--- src/rtl/bimodal_predictor_pkg.sv ---
// Shared types and saturating-counter helpers for the bimodal predictor and
// later direction predictors (tournament, gshare).
package bimodal_predictor_pkg;

    localparam int unsigned MAX_COUNTER_WIDTH = 16;
    localparam int unsigned WIDE_WIDTH        = MAX_COUNTER_WIDTH + 1;

    typedef logic [MAX_COUNTER_WIDTH-1:0] count_t;
    typedef logic [WIDE_WIDTH-1:0]        wide_t;

    // Clamped next state: one extra bit of headroom, then limit to count_range-1.
    function automatic count_t saturate_step(input count_t count, input logic up,
                                             input int unsigned count_range);
        wide_t wide_s;
        wide_t top_s;
        count_t result_s;
        top_s = wide_t'(count_range - 32'd1);
        if (up) begin
            wide_s = {1'b0, count} + wide_t'(1'b1);
        end else if (count == count_t'(1'b0)) begin
            wide_s = wide_t'(1'b0);
        end else begin
            wide_s = {1'b0, count} - wide_t'(1'b1);
        end
        if (wide_s > top_s) begin
            result_s = count_t'(top_s);
        end else begin
            result_s = count_t'(wide_s);
        end
        return result_s;
    endfunction

    function automatic logic is_taken(input count_t count, input int unsigned count_range);
        return (count >= count_t'(count_range / 32'd2));
    endfunction

endpackage

--- src/rtl/bimodal_predictor_entry.sv ---
// One saturating counter of the prediction table; exposes its next state so
// the top level can bypass a same-cycle update into a prediction.
module bimodal_predictor_entry
    import bimodal_predictor_pkg::*;
#(
    parameter int unsigned COUNTER_RANGE = 4,
    parameter int unsigned RESET_VALUE   = 1,
    parameter int unsigned COUNTER_WIDTH = $clog2(COUNTER_RANGE)
) (
    input  logic                     clock,
    input  logic                     reset,
    input  logic                     enable,
    input  logic                     up,
    output logic [COUNTER_WIDTH-1:0] next_count
);

    logic [COUNTER_WIDTH-1:0] count_r;

    // Next-state: step only when this entry is the update target.
    always_comb begin
        next_count = count_r;
        if (enable) begin
            next_count = COUNTER_WIDTH'(saturate_step(count_t'(count_r), up, COUNTER_RANGE));
        end else begin
            next_count = count_r;
        end
    end

    // Counter state register.
    always_ff @(posedge clock) begin
        if (reset) begin
            count_r <= COUNTER_WIDTH'(RESET_VALUE);
        end else begin
            count_r <= next_count;
        end
    end

endmodule

--- src/rtl/bimodal_predictor.sv ---
// Bimodal branch-direction predictor: a flop table of saturating counters
// with one-cycle registered prediction and same-cycle update bypass.
module bimodal_predictor
    import bimodal_predictor_pkg::*;
#(
    parameter int unsigned INDEX_WIDTH   = 4,
    parameter int unsigned COUNTER_RANGE = 4,
    parameter int unsigned RESET_VALUE   = 1,
    localparam int unsigned ENTRIES       = 2 ** INDEX_WIDTH,
    localparam int unsigned COUNTER_WIDTH = $clog2(COUNTER_RANGE)
) (
    input  logic                     clock,
    input  logic                     reset,
    input  logic                     predict_valid,
    input  logic [INDEX_WIDTH-1:0]   predict_index,
    output logic                     prediction_valid,
    output logic                     prediction_taken,
    output logic [COUNTER_WIDTH-1:0] prediction_count,
    input  logic                     update_valid,
    input  logic [INDEX_WIDTH-1:0]   update_index,
    input  logic                     update_taken
);

    if ((COUNTER_RANGE < 2) || (RESET_VALUE >= COUNTER_RANGE) ||
        (COUNTER_WIDTH > MAX_COUNTER_WIDTH)) begin : g_bad_params
        $fatal(1, "bimodal_predictor: illegal COUNTER_RANGE/RESET_VALUE");
    end

    logic [ENTRIES-1:0]       update_en_s;
    logic [COUNTER_WIDTH-1:0] next_count_s [ENTRIES];
    logic [COUNTER_WIDTH-1:0] read_count_s;

    // One-hot decode of the update target.
    always_comb begin
        update_en_s = ENTRIES'(1'b0);
        if (update_valid) begin
            update_en_s[update_index] = 1'b1;
        end else begin
            update_en_s = ENTRIES'(1'b0);
        end
    end

    for (genvar i = 0; i < ENTRIES; i++) begin : g_entry
        bimodal_predictor_entry #(
            .COUNTER_RANGE (COUNTER_RANGE),
            .RESET_VALUE   (RESET_VALUE),
            .COUNTER_WIDTH (COUNTER_WIDTH)
        ) u_entry (
            .clock      (clock),
            .reset      (reset),
            .enable     (update_en_s[i]),
            .up         (update_taken),
            .next_count (next_count_s[i])
        );
    end

    // Read from next-state so a same-index update is visible immediately.
    always_comb begin
        read_count_s = next_count_s[predict_index];
    end

    // Output register; taken/count hold while no request is made.
    always_ff @(posedge clock) begin
        if (reset) begin
            prediction_valid <= 1'b0;
            prediction_taken <= 1'b0;
            prediction_count <= COUNTER_WIDTH'(1'b0);
        end else if (predict_valid) begin
            prediction_valid <= 1'b1;
            prediction_taken <= is_taken(count_t'(read_count_s), COUNTER_RANGE);
            prediction_count <= read_count_s;
        end else begin
            prediction_valid <= 1'b0;
        end
    end

endmodule

--- config.mk ---
export PLATFORM = sky130hd
export DESIGN_NAME = bimodal_predictor
export DESIGN_NICKNAME = d
export VERILOG_FILES = /design/src/rtl/bimodal_predictor_pkg.sv /design/src/rtl/bimodal_predictor_entry.sv /design/src/rtl/bimodal_predictor.sv
export SDC_FILE = /design/constraint.sdc
export NUM_CORES = 1
export LEC_CHECK = 0
export CAP_MARGIN = 20
export CORE_ASPECT_RATIO = 1.4
export CORE_MARGIN = 2
export CORE_UTILIZATION = 58
export DETAILED_ROUTE_END_ITERATION = 6
export DONT_BUFFER_PORTS = 1
export PLACE_DENSITY = 0.74
export SLEW_MARGIN = 30
export SYNTH_ARGS = -nofsm -noshare
export SYNTH_HDL_FRONTEND = slang
export SYNTH_HIERARCHICAL = 1
export SYNTH_SLANG_ARGS = --single-unit
--- constraint.sdc ---
create_clock -name clock -period 3.8 [get_ports clock]
set_input_delay 0.95 -clock clock [delete_from_list [all_inputs] [get_ports clock]]
set_output_delay 0.95 -clock clock [all_outputs]
set_load 0.1 [all_outputs]
==> flow_summary.json, run 1 <==
{
  "hp-class": "reg2reg",
  "gp_congestion": 0.858,
  "crit_arrival_ns": 2.57,
  "setup_viol": 0,
  "netlist_instances": 344,
  "antenna_left": 0,
  "comb_power_share": 0.114,
  "final_nets": 409,
  "die_w_um": 62.8,
  "antenna_found_initial": 0,
  "clock_skew_ns": 0.00815,
  "cts-root-buf": "clkbuf_8",
  "slew_viol_final": 0,
  "worst_pin_slew_ns": 1.04,
  "netlist.area_leader.share": 0.250,
  "finalPower_uw": 779,
  "synth-edff-count": 0,
  "syn_area_sq_um": 2810,
  "fmax_mhz": 429,
  "yosysSeqAreaShare": 0.250,
  "vias": 2334,
  "synth.area.top_cells": "dfxtp_1 25%, ha_1 21%, inv_1 6.4%, a21oi_1 6.1%, mux2i_1 5.7%",
  "synthFlopType": "dfxtp_1",
  "worstSetupEndpointType": "flip-flop",
  "post_cts_resized": 0,
  "final_layout_size_suffix_gt1_frac": 0.0259,
  "initialDrtViolationCount": 114,
  "post_drt_wl_per_cell_um": 14.2,
  "hold_buffers": 0,
  "start_util": 0.609,
  "power.switching_uw": 221,
  "area_delta_synth_final_pct": 4.55,
  "drt-pass1-iter-count": 4,
  "max_cap_violations": 0,
  "wirelength_mm": 5.83,
  "cts_setup_buffers": 0,
  "cts_tree": "done",
  "finalCriticalPeriod_ns": 2.33,
  "swShare": 0.283,
  "die_area_sq_um": 5420,
  "num_antenna_cells": 0,
  "crit_path_max_fanout": 5,
  "internal-power_uw": 559,
  "dp_hpwl_mm": 4.29,
  "htreeDepth": 2,
  "fillCellCount": 436,
  "numCtsBuffers": 5,
  "crit_type": "in2reg",
  "die_h_um": 86.3,
  "grt_util_all_layers": 0.235,
  "finalSetupTns_ns": 0,
  "slew_headroom": 0.309,
  "worst_setup_path_start_kind": "primary input",
  "async_flop_share": 0,
  "via_per_inst": 5.69,
  "rsz0062_at_grt": "no",
  "outcome": "complete, no violations",
  "grt_start_max_net_pins": 49,
  "cp.required_ns": 4.04,
  "peakVddDrop_v": 0.000205,
  "grt_pass1_vias": 2270,
  "ios": 17,
  "cts_num_sinks": 35,
  "finalCritPeriodShare": 0.613,
  "clkLatencyLatePin_ns": 0.29,
  "leakagePower_uw": 0.00143,
  "yosysWarnings": 6,
  "cts_buffer_depth": 2,
  "grt_overflow": 0,
  "pwr-share-clk": 0.360,
  "synth_seq_cells": 35,
  "avgSynthCellArea_sq_um": 8.15,
  "synth_cell_types": 24,
  "power_density_nw_per_um2": 266,
  "grt_pass1_wl_mm": 10.1,
  "io_buffers": 0,
  "synth_fp_nets": 405,
  "clk_pin_slew_ns": 0.07,
  "finalHoldViolCount": 0,
  "yosys.area.top_type": "dfxtp_1",
  "seq_power_share": 0.526,
  "design.core.area_sq_um": 4610,
  "fp-row-count": 29,
  "drc_errors": 0
}
cells in the mapped netlist, types with 5 or more instances:
cell type and n:
nand3_1 9, and3b_1 16, ha_1 48, inv_1 48
nand2_1 5, o211ai_1 16, o21ai_0 32, dfxtp_1 35
mux2i_1 16, a21oi_1 34, a211oi_1 16, nand2b_1 18
nor2_1 30
cell usage in the layout, fill, tap and decap left out, types with 5 or more instances in the layout:
master,count
inv_1,48
ha_1,48
a21oi_1,34
dfxtp_1,34
o21ai_0,32
nor2_1,30
nand2b_1,18
mux2i_1,16
and3b_1,16
a211oi_1,16
o211ai_1,16
nand3_1,9
clkbuf_8,6
nand2_1,5
cells by family (layout without fill, tap and decap cells):
logic type / Yosys count / count (layout) / share of synthesized area
AO/OA/AOI/OAI: 102 / 102 / 0.216
AND/OR/NAND/NOR: 92 / 92 / 0.185
buffers and inverters: 51 / 55 / 0.0781
adder cells (fa/ha/maj): 48 / 48 / 0.214
flip-flops: 35 / 35 / 0.250
multiplexers: 16 / 16 / 0.0571
through the flow:
| stage | utilization | hold WS [ns] | area [sq um] | worst slack (ns) | cells |
|---|---|---|---|---|---|
| 2_1_floorplan | - | 0.517 | 2810 | 1.39 | 344 |
| 3_3_place_gp | 0.617 | 0.537 | 2850 | 1.20 | 403 |
| 3_5_place_dp | 0.617 | 0.552 | 2850 | 1.17 | 403 |
| 4_1_cts | 0.636 | 0.560 | 2930 | 1.48 | 410 |
| 5_1_grt | 0.636 | 0.587 | 2930 | 1.27 | 410 |
| 6_report | 0.636 | 0.559 | 2930 | 1.47 | 410 |
final timing paths:
check,from,endpoint,slack [ns],cells after the start
hold / removal,g_entry[14].u_entry/count_r[0],g_entry[14].u_entry/count_r[0],0.56,2
setup / recovery,update_index[2],prediction_count[0],1.47,8
setup reg to reg,g_entry[9].u_entry/count_r[0],prediction_count[0],2.13,8
hold reg to reg,g_entry[14].u_entry/count_r[0],g_entry[14].u_entry/count_r[0],0.56,2
power groups by stage:
stage / clock (uW) / combinational [uW] / sequential, uW
2_1_floorplan: 0 / 86.3 / 410
3_3_place_gp: 0 / 85.4 / 418
3_5_place_dp: 0 / 88.3 / 418
4_1_cts: 290 / 89.0 / 410
5_1_grt: 301 / 102 / 412
6_report: 281 / 88.6 / 410
flip-flops by register name, indices dropped and copies added (netlist names):
register / cells
g_entry.u_entry/count_r: 32
prediction_taken: 1
prediction_valid: 1
prediction_count: 1
critical path, stage by stage:
cell and delay [ns]:
or3b_1 0.44, nor3_1 0.37, o21ai_0 0.20, o21ai_0 0.20, mux2i_1 0.09, a21oi_1 0.15, nand3_1 0.09, nand3_1 0.08
per-layer routing:
layer | global-route usage | vias up | wire, um
li1 | - | 1197 | -
met1 | 0.269 | 1079 | 2420
met2 | 0.418 | 46 | 2950
met3 | 0.0558 | 12 | 330
met4 | 0.0990 | 0 | 133
met5 | 0 | - | 0
layout make-up:
type / instances / area [sq um] / area share
Inverter: 48 / 180 / 0.0614
Tap cell: 62 / 77.6 / 0.0265
Sequential cell: 35 / 702 / 0.239
Clock buffer: 6 / 82.6 / 0.0282
Clock inverter: 1 / 5.00 / 0.00171
Multi-Input combinational cell: 258 / 1890 / 0.643
Power figures use the tool's default switching activity.
==> run 2: changes to the inputs <==
==> constraint.sdc (replaced) <==
create_clock -name clock -period 2.2 [get_ports clock]
set_input_delay 0.55 -clock clock [delete_from_list [all_inputs] [get_ports clock]]
set_output_delay 0.55 -clock clock [all_outputs]
set_load 0.1 [all_outputs]
==> run 2 against run 1 <==
First-iteration DRC count is 0.88% higher. Final cell count is 3.4% higher. Critical endpoint unchanged. Combinational power is 130% higher. Highest routed layer unchanged. Non-clock buffer count is 13 higher. Clock power is 88% higher.
==> flow_summary.json, run 2 (synthesized netlist as in run 1, its figures left out) <==
{
  "via_per_inst": 5.55,
  "die_w_um": 62.8,
  "path_depth": 8,
  "rsz0062_at_grt": "no",
  "grt_util_all_layers": 0.235,
  "antenna_left": 0,
  "fp-row-count": 29,
  "final_nets": 422,
  "gp_congestion": 0.822,
  "cp.required_ns": 2.44,
  "worstSetupEndpointType": "flip-flop",
  "grt_pass1_vias": 2227,
  "die_h_um": 86.3,
  "cts_setup_buffers": 0,
  "cts_buffer_depth": 2,
  "slew_headroom": 0.636,
  "initialDrtViolationCount": 115,
  "clk_pin_slew_ns": 0.07,
  "reg2regPathDepth": 8,
  "slowest_stage": "or3b_1",
  "worst_pin_slew_ns": 0.551,
  "peakVddDrop_v": 0.000315,
  "final_layout_size_suffix_gt1_frac": 0.0608,
  "leakagePower_uw": 0.00150,
  "dp_hpwl_mm": 4.33,
  "hold_buffers": 0,
  "finalSetupTns_ns": 0,
  "post-route-util": 0.660,
  "worstPathCellList": "or3b_1, nor2_1, o21ai_0, o21ai_0, mux2i_1, a22oi_1, nand4_1, nand3_1",
  "path_buf_inv": 0,
  "htreeDepth": 2,
  "outcome": "complete, no violations",
  "max_cap_violations": 0,
  "cts_num_sinks": 35,
  "design.core.area_sq_um": 4610,
  "cts_tree": "done",
  "worst_setup_path_start_kind": "primary input",
  "fmax_mhz": 540,
  "post_drt_wl_per_cell_um": 13.7,
  "cp_common_cell": "o21ai_0",
  "setup_viol": 0,
  "finalCritPeriodShare": 0.842,
  "io_buffers": 0,
  "vias": 2352,
  "grt_pass1_wl_mm": 10.1,
  "antenna_found_initial": 0,
  "min_path_cells": 1,
  "die_area_sq_um": 5420,
  "ios": 17,
  "largest_reg_flops": 32,
  "finalHoldViolCount": 0,
  "critPathMaxStageDelay_ns": 0.44,
  "numCtsBuffers": 5,
  "slew_viol_final": 0,
  "num_antenna_cells": 0,
  "clock_skew_ns": 0.00354,
  "grt_overflow": 0,
  "cts-root-buf": "clkbuf_8",
  "crit_arrival_ns": 2.09,
  "power_density_nw_per_um2": 461,
  "post_cts_resized": 0,
  "hp-class": "in2reg",
  "cp_top_family": "simple AND/OR/NAND/NOR gates",
  "start_util": 0.609,
  "crit_type": "in2reg",
  "area_delta_synth_final_pct": 8.47,
  "finalCriticalPeriod_ns": 1.85,
  "drt-pass1-iter-count": 4,
  "mostFrequentLayoutCells": "48 x inv_1, 48 x ha_1, 34 x a21oi_1, 34 x dfxtp_1, 32 x o21ai_0",
  "wirelength_mm": 5.81,
  "grt_start_max_net_pins": 49,
  "regMostFlops": "g_entry.u_entry/count_r",
  "clkLatencyLatePin_ns": 0.29,
  "crit_path_max_fanout": 4,
  "drc_errors": 0
}
[run 2: final timing paths]
check	end	startpoint	slack (ns)
min reg2reg	prediction_taken	prediction_taken	0.46
max	prediction_count[0]	update_index[2]	0.35
min	g_entry[6].u_entry/count_r[1]	reset	0.33
max reg2reg	prediction_count[0]	g_entry[13].u_entry/count_r[0]	0.56
[run 2: routing by layer]
layer  vias to the layer above  share of wire  global-route usage
met5                         -              0                   0
met4                         0          0.024              0.0828
met3                        11          0.034              0.0545
met2                        28           0.50               0.413
met1                      1085           0.44               0.280
li1                       1228              -                   -
[run 2: layout make-up]
type | instances | area (sq um)
multi-input cells | 258 | 1890
fillers | 422 | 1570
flip-flops and latches | 35 | 702
inverters | 48 | 180
clock buffers | 8 | 100
repair buffers | 13 | 97.6
well taps | 62 | 77.6
[run 2: power by group]
group / total (uW) / switching [uW] / internal [uW]
sequential: 666 / 15.5 / 651
clock: 529 / 243 / 286
combinational: 207 / 129 / 78.0
[run 2: worst register-to-register path, delay by kind of cell, from the launching register on]
family	cells	cell delay, ns
AOI/OAI and AO/OA	3	0.44
DFF	1	0.39
adders and majority gates	1	0.19
muxes	1	0.22
buffers and inverters	1	0.08
and+or+nand+nor	2	0.22
[run 2: metrics by stage]
stage	hold slack [ns]	area (sq um)	cells	setup WS, ns	power, uW
finish	0.326	3040	424	0.347	1400
global route	0.309	3040	424	0.171	1470
CTS	0.319	3040	424	0.374	1410
detailed placement	0.437	2940	416	0.0698	888
global placement	0.434	2940	416	0.0738	882
floorplan	0.517	2810	344	0.194	857
==> run 3: changes to the inputs <==
==> constraint.sdc (replaced) <==
create_clock -name clock -period 1.9 [get_ports clock]
set_input_delay 0.475 -clock clock [delete_from_list [all_inputs] [get_ports clock]]
set_output_delay 0.475 -clock clock [all_outputs]
set_load 0.1 [all_outputs]
==> run 3 against run 2 <==
First-iteration DRC count is 14% higher. Count of clock-buffer cells in the layout is 2 lower. Power up 13%. Critical path depth unchanged. Largest cell class unchanged. Design area up 4.1%. Sequential power rose by 16%. Critical endpoint unchanged. Non-clock buffer count is 16 higher. Combinational power is 24% higher. Final cell count is 3.5% higher.
==> flow_summary.json, run 3 (synthesized netlist as in run 1, its figures left out) <==
{
  "outcome": "complete, no violations",
  "clock_skew_ns": 0.00941,
  "via_per_inst": 5.54,
  "die_h_um": 86.3,
  "reg2regPathDepth": 8,
  "final_layout_size_suffix_gt1_frac": 0.103,
  "clk_pin_slew_ns": 0.08,
  "io_buffers": 0,
  "slew_headroom": 0.772,
  "finalCriticalPeriod_ns": 1.74,
  "htreeDepth": 2,
  "start_util": 0.609,
  "peakVddDrop_v": 0.000335,
  "area_delta_synth_final_pct": 12.9,
  "vias": 2434,
  "regArea_sq_um": 702,
  "finalCritPeriodShare": 0.916,
  "worstSetupEndpointType": "flip-flop",
  "crit_arrival_ns": 1.98,
  "dp_hpwl_mm": 4.43,
  "cp.required_ns": 2.14,
  "clkLatencyLatePin_ns": 0.29,
  "hold_slack_ns": 0.252,
  "hold_start": "reset",
  "gp_congestion": 0.765,
  "design.core.area_sq_um": 4610,
  "mostFrequentLayoutCells": "48 x inv_1, 48 x ha_1, 34 x a21oi_1, 34 x dfxtp_1, 32 x o21ai_0",
  "max_cap_violations": 0,
  "power_density_nw_per_um2": 502,
  "setup_viol": 0,
  "crit_type": "in2reg",
  "r2r_slack_ns": 0.24,
  "final_nets": 438,
  "largest_reg_flops": 32,
  "grt_pass1_wl_mm": 10.6,
  "drc_errors": 0,
  "grt_util_all_layers": 0.243,
  "ios": 17,
  "drt-pass1-iter-count": 4,
  "slew_viol_final": 0,
  "cts-root-buf": "clkbuf_8",
  "cts_buffer_depth": 2,
  "post_cts_resized": 0,
  "post_drt_wl_per_cell_um": 13.9,
  "rsz0062_at_grt": "no",
  "multiInputGateArea_sq_um": 1890,
  "cp_top_family": "simple AND/OR/NAND/NOR gates",
  "regMostFlops": "g_entry.u_entry/count_r",
  "worstPathCellList": "or3b_1, nor2_1, o21ai_0, o21ai_0, mux2i_1, a22oi_1, nand3_1, nand3_1",
  "antenna_found_initial": 0,
  "fillCellCount": 407,
  "wirelength_mm": 6.10,
  "grt_start_max_net_pins": 49,
  "worst_slack_ns": 0.160,
  "worst_pin_slew_ns": 0.341,
  "cp-startpoint": "update_index[2]",
  "num_antenna_cells": 0,
  "hp-class": "in2reg",
  "fp-row-count": 29,
  "cts_num_sinks": 35,
  "hold_buffers": 0,
  "cts_setup_buffers": 0,
  "r2r_end": "prediction_taken",
  "crit_path_max_fanout": 4,
  "initialDrtViolationCount": 131,
  "hold_end": "g_entry[6].u_entry/count_r[1]",
  "cts_tree": "done",
  "pre_cts_ws_ns": -0.0558,
  "finalHoldViolCount": 0,
  "numCtsBuffers": 5,
  "fmax_mhz": 575,
  "path_buf_inv": 0,
  "timing.rr.start": "g_entry[13].u_entry/count_r[0]",
  "grt_overflow": 0,
  "die_area_sq_um": 5420,
  "grt_pass1_vias": 2442,
  "leakagePower_uw": 0.00158,
  "min_path_cells": 1,
  "critPathMaxStageDelay_ns": 0.45,
  "worst_setup_path_start_kind": "primary input",
  "slowest_stage": "or3b_1",
  "die_w_um": 62.8,
  "antenna_left": 0
}
## run 3: cell types whose count changed in the layout (fill, tap and decap cells not counted)
| cell | change |
|---|---|
| clkinv_2 | +1 |
| nor3_2 | +1 |
| buf_12 | +1 |
| clkbuf_8 | -1 |
| clkbuf_1 | -1 |
| nor3_1 | -1 |
| buf_4 | +15 |
## run 3: how the worst max path moves through the flow
stage | slack, ns | cells past startpoint | end
2_1_floorplan | 0.05 | 1 | prediction_count[1]
3_3_place_gp | -0.07 | 8 | prediction_count[0]
3_5_place_dp | -0.06 | 9 | prediction_taken
4_1_cts | 0.21 | 8 | prediction_count[0]
5_1_grt | 0.007 | 8 | prediction_count[0]
6_report | 0.16 | 8 | prediction_count[0]
## run 3: report_power, final
part	internal (uW)	leakage [uW]	switching, uW
registers	754	0.000285	17.9
logic	102	0.00125	154
clock network	285	0.0000470	279
## run 3: area by class of cell
class,count,share of cell area
inverter,48,0.0569
clock inverter,1,0.00158
multi-input combinational,258,0.597
sequential,35,0.222
timing repair buffer,29,0.0727
clock buffer,6,0.0261
tap,62,0.0245
## run 3: metrics by stage
| step | utilization | setup TNS [ns] | std cells | area (sq um) | power (uW) |
|---|---|---|---|---|---|
| final | 0.687 | 0 | 439 | 3170 | 1590 |
| after global routing | 0.687 | 0 | 439 | 3170 | 1660 |
| after CTS | 0.687 | 0 | 439 | 3170 | 1600 |
| after detailed placement | 0.668 | -0.0955 | 432 | 3080 | 1040 |
| after global placement | 0.668 | -0.0930 | 432 | 3080 | 1040 |
| after floorplan | - | 0 | 344 | 2810 | 993 |
## run 3: worst register-to-register path: stages, from the launching register on
cell and delay (ns):
dfxtp_1 0.38, inv_1 0.09, ha_1 0.30, a21oi_1 0.20, a21oi_1 0.09, mux2i_1 0.21, a22oi_2 0.11, nand4_1 0.11
nand3_1 0.08
## run 3: per-layer routing
metal	global-route usage	part of all wire
met5	0	0
met4	0.0909	0.025
met3	0.0584	0.046
met2	0.455	0.51
met1	0.264	0.41
==> RTL change 1: new RTL, config.mk and constraints of run 1 <==
Make the reset (`reset`) asynchronous in 2 clocked blocks.
--- a/src/rtl/bimodal_predictor_entry.sv
+++ b/src/rtl/bimodal_predictor_entry.sv
@@ -29,3 +29,3 @@
     // Counter state register.
-    always_ff @(posedge clock) begin
+    always_ff @(posedge clock or posedge reset) begin
         if (reset) begin
--- a/src/rtl/bimodal_predictor.sv
+++ b/src/rtl/bimodal_predictor.sv
@@ -62,3 +62,3 @@
     // Output register; taken/count hold while no request is made.
-    always_ff @(posedge clock) begin
+    always_ff @(posedge clock or posedge reset) begin
         if (reset) begin
Formal check against the unedited RTL: differs if reset is asserted again (counterexample within 4 cycles, from zero or initial values and one cycle with reset high); with reset held inactive, the same outputs for 4 cycles.
==> RTL change 1 against run 1 <==
- final cell count is 18% lower
- critical path type unchanged
- routed wire length is 13% lower
- sequential cell count stayed put
- cell area is 1.3% lower
- global-route usage is 1.9 points lower
- worst setup slack worse by 490 ps
- count of clock-buffer cells in the layout is 1 higher
- area after synthesis is 1.7% lower
- worst hold slack worse by 170 ps
Power is not compared: it rests on default switching activity, and its combinational part moved more than twofold at a synthesized area within 25%.
==> RTL change 1: results (changes against run 1) <==
run_status:
  status: "finished clean"
detailed_routing:
  drt-initial-drc-count: 82  # -28%
  vias: 1878  # -20%
  ant_nets: 0  # unchanged
  wirelength_mm: 5.08  # -13%
global_routing:
  grt_max_degree: 49  # unchanged
  grt_use_total_pct: 21.6  # -1.9 points
  grt_pass1_vias: 1964  # -13%
  grt_use_met1_pct: 24.1  # -2.8 points
  global_route.usage.met2_pct: 38.9  # -2.9 points
  grt_pass1_wl_mm: 8.99  # -11%
  use_met3_pct: 4.72  # -0.86 points
logic_synthesis:
  synth_compound_area_share_pct: 16.0  # -5.6 points
  synthAdderAreaFrac_pct: 21.8  # +0.37 points
  synth_cell_types: 21  # -13%
  synth.area.top_cells: "ha_1 (22%), dfrtp_1 (17%), dfstp_2 (15%)"
  yosys-mux-area-fraction_pct: 10.6  # +4.9 points
  ys_seq_area_share_pct: 32.5  # +7.5 points
  synthFlopType: "dfrtp_1"
  synth_xor_area_share_pct: 0  # unchanged
  post_synth.cell_area_avg_sq_um: 10.2  # +25%
  ys_async_sr_fraction_pct: 100  # +100 points
  synth_common_cells: "inv_1 (49), ha_1 (48), a21oi_1 (32), nor2_1 (28), dfrtp_1 (19)"
  synth_top_area_cell: "ha_1"
sta:
  finClkSkew_ps: 4.90  # -3.26 ps
  finalWorstSetupSlack_ps: 977  # -493 ps
  maxSlewHeadroom_pct: 36.5  # +5.5 points
  whs_ps: 390  # -169 ps
critical_path:
  ff2ff_setup_slack_ps: 1430  # -700 ps
  crit_path_top_delay_cell: "or3b_2"
  crit_path_max_fanout: 4  # -1
  cp-start-kind: "primary input"
  path_delay_family: "multiplexers"
  reg2regPathDepth: 8  # unchanged
  max_stage_delay_ps: 510  # +70 ps
  reg2reg_from: "g_entry[9].u_entry/count_r[0]"
  arrival_ps: 3000  # +430 ps
  rr_endpoint: "prediction_count[1]"
hold_path:
  hp-class: "primary input to asynchronous set/reset pin"
clocking:
  ctsResizeCount: 0  # unchanged
  htreeDepth: 2  # unchanged
final_layout:
  multi_input_area_sq_mm: 0.00164  # -13%
  fill_cells: 385  # -12%
  finalNonFillerCells: 337  # -18%
  layout-drive-gt1-share_pct: 15.6  # +13 points
power:
  power_leakage_nw: 1.46
  pg_seq_mw: 0.760
  pg_comb_mw: 0.567
  p_seq_share_pct: 47.5
placed_design:
  gp_congestion: 0.851  # -0.82%
  pre_cts_slack_ps: 701  # -473 ps
  dp_cells: 329  # -18%
  place_area_sq_mm: 0.00280  # -1.5%
  dp_hpwl_mm: 4.00  # -6.8%
RTL change 1: changes by cell type in the layout (fill, tap and decap cells not counted), moves of 8 or more:
| cell | run 1 | this run |
|---|---|---|
| a211oi_1 | 16 | 0 |
| dfrtp_1 | 0 | 18 |
| dfstp_2 | 0 | 16 |
| dfxtp_1 | 34 | 0 |
| mux2i_1 | 16 | 6 |
| mux4_1 | 0 | 8 |
| nand2b_1 | 18 | 2 |
| nand3_1 | 9 | 1 |
| o211ai_1 | 16 | 0 |
| o21ai_0 | 32 | 16 |
| o22ai_2 | 0 | 16 |
RTL change 1: cell type report:
type | instances | area share [%]
clock buffer | 7 | 2.98
clock inverter | 1 | 0.173
inverter | 49 | 6.36
multi-input combinational | 183 | 56.8
sequential | 35 | 31.0
tap | 62 | 2.68
RTL change 1: per-layer routing:
layer / share of wire (%) / up-vias
met5: 0 / -
met4: 3.1 / 0
met3: 4.5 / 11
met2: 52 / 43
met1: 41 / 909
li1: - / 915
==> RTL change 2: new RTL, config.mk and constraints of run 1 <==
Made on the original files. Change the parameter `INDEX_WIDTH` from 4 to 6.
--- a/src/rtl/bimodal_predictor.sv
+++ b/src/rtl/bimodal_predictor.sv
@@ -5,3 +5,3 @@
 #(
-    parameter int unsigned INDEX_WIDTH   = 4,
+    parameter int unsigned INDEX_WIDTH   = 6,
     parameter int unsigned COUNTER_RANGE = 4,
Interface: changed (resized predict_index and update_index); port bits go from 17 to 21. No check against the original RTL was run, so the function may have changed too.
==> RTL change 2 against run 1 <==
- routed wire length increased to 4.1 times the old value
- area after synthesis increased to 3.9 times the old value
- power increased to 4.0 times the old value
- maximum frequency decreased by 26%
- sequential cell count increased by 96
- cell area increased to 4.0 times the old value
- worst setup slack got worse by 840 ps
==> RTL change 2: results (changes against run 1) <==
detailed_routing:
  dr_wl_met3_mm: 1.17  # +260%
  top_layer_used: "met4"
  drt-initial-drc-count: 612  # +440%
  wl_met1_mm: 10.3  # +320%
  vias_per_cell: 5.73  # +0.74%
  dr.pass1.iters: 6  # +2
  wl_met2_mm: 11.6  # +290%
  wire_per_inst_um: 15.3  # +7.2%
placed_design:
  pre_cts_slack_ps: 231  # -942 ps
  gp_congestion: 0.816  # -5.0%
  dp_hpwl_mm: 16.2  # +280%
  port-buffer-count: 0  # unchanged
clocking:
  cts-buffers-inserted: 17  # +12
  insertion_delay_ps: 420  # +130 ps
  clock_path_buffers: 2  # unchanged
  clk_pin_slew_worst_paths_ps: 60
  root_buffer: "clkbuf_16"
  cts_setup_buffers: 0  # unchanged
  ctsResizeCount: 0  # unchanged
  htreeDepth: 4  # +2
final_layout:
  antenna_cells: 0  # unchanged
  largest_reg_flops: 128  # +300%
  layout-drive-gt1-share_pct: 3.58  # +1.0 points
  max_flop_register: "g_entry.u_entry/count_r"
floorplanning:
  fp.dieW_um: 119  # +90%
  core-area_sq_mm: 0.0185  # +300%
power:
  power_leakage_nw: 5.58  # +290%
  p_seq_share_pct: 45.0  # -7.6 points
  p_int_mw: 2.40  # +330%
  ir_drop_v: 0.000274  # +33%
hold_path:
  min_path_cells: 2  # unchanged
  hp-class: "register to register"
sta:
  finClkSkew_ps: 6.85  # -1.30 ps
  worst_slew_pin_slew_ps: 1040  # +4.42 ps
global_routing:
  grt_max_degree: 193  # +290%
  grt_use_total_pct: 24.5  # +1.0 points
  grt_pass1_vias: 8317  # +270%
  grt_antenna_before_repair: 0  # unchanged
  grt_pass1_wl_mm: 38.9  # +280%
logic_synthesis:
  ys_seq_area_share_pct: 24.3  # -0.72 points
  ys_async_sr_fraction_pct: 0  # unchanged
  synthFlopType: "dfxtp_1"
  yosysWarnings: 6  # unchanged
  synth_common_cells: "inv_1 (193), ha_1 (192), nor2_1 (135), dfxtp_1 (131), o21ai_0 (130)"
  synth.area.top_cells: "dfxtp_1 (24%), ha_1 (22%), inv_1 (6.7%)"
  synth_nets: 1497  # +270%
  synth_cell_types: 35  # +46%
critical_path:
  reg2regPathDepth: 9  # +1
  path_delay_family: "simple AND/OR/NAND/NOR gates"
  max_stage_delay_ps: 480  # +40 ps
  crit_path_max_fanout: 8  # +3
  arrival_ps: 3470  # +900 ps
  crit_path_top_delay_cell: "mux4_1"
run_status:
  status: "finished clean"
==> RTL change 2: changes by cell type in the layout (fill, tap and decap cells not counted), moves of 18 or more <==
cell      change
o211ai_1     +48
a21oi_1      +94
a211oi_1     +49
o21ai_0      +98
nor2_1      +105
inv_1       +145
mux4_1       +18
ha_1        +144
nand2b_1     +50
dfxtp_1      +96
and3b_1      +48
==> RTL change 2: worst reg2reg max path, stage by stage, from the launching register on <==
cell and delay [ps]:
dfxtp_1 370, inv_1 80, ha_1 290, a21oi_1 210, a21oi_1 100, mux4_1 500
a22oi_1 290, nand2_1 130, a211oi_2 250, o32ai_1 110
==> RTL change 2: cell families after synthesis <==
group	share of synthesized area (%)
DFF	24.3
AOI/OAI and AO/OA	22.2
muxes	7.50
and+or+nand+nor	15.9
adders and majority gates	22.2
buffers and inverters	7.86
==> RTL change 2: through the flow <==
stage                     hold WS (ps)  instances  instance area, sq um  total power, mW
final                              552       1556                 11600             3.15
after global routing               581       1556                 11600             3.27
after floorplan                    517       1288                 10800             1.64
after CTS                          555       1556                 11600             3.19
after detailed placement           547       1525                 11100             1.66
after global placement             535       1525                 11100             1.65
==> RTL change 2: power groups by stage <==
stage | clock network, mW | registers (mW) | logic (mW)
3_5_place_dp | 0 | 1.45 | 0.212
2_1_floorplan | 0 | 1.44 | 0.201
5_1_grt | 1.61 | 1.42 | 0.240
4_1_cts | 1.55 | 1.42 | 0.214
3_3_place_gp | 0 | 1.45 | 0.207
6_report | 1.52 | 1.42 | 0.214
==> RTL change 2: layout make-up <==
type                       instances  area, sq um
timing repair buffer               9         67.6
tap                              244          305
inverter                         193          724
clock inverter                     4         22.5
fill                            1599         6860
sequential                       131         2630
clock buffer                      27          513
multi-input combinational        948         7340
==> RTL change 2: final timing paths <==
| kind | from | to | slack (ps) |
|---|---|---|---|
| worst max-delay path | update_valid | prediction_count[0] | 630 |
| worst min-delay path | g_entry[5].u_entry/count_r[0] | g_entry[5].u_entry/count_r[0] | 550 |
| worst max register to register | g_entry[35].u_entry/count_r[0] | prediction_taken | 1340 |
| worst min register to register | g_entry[5].u_entry/count_r[0] | g_entry[5].u_entry/count_r[0] | 550 |
==> RTL change 2: routing by layer <==
layer  global-route usage [%]  vias up
met5                        0        -
met2                     42.7      183
met1                     29.1     4179
met3                     5.39       52
li1                         -     4509
met4                     10.7        0
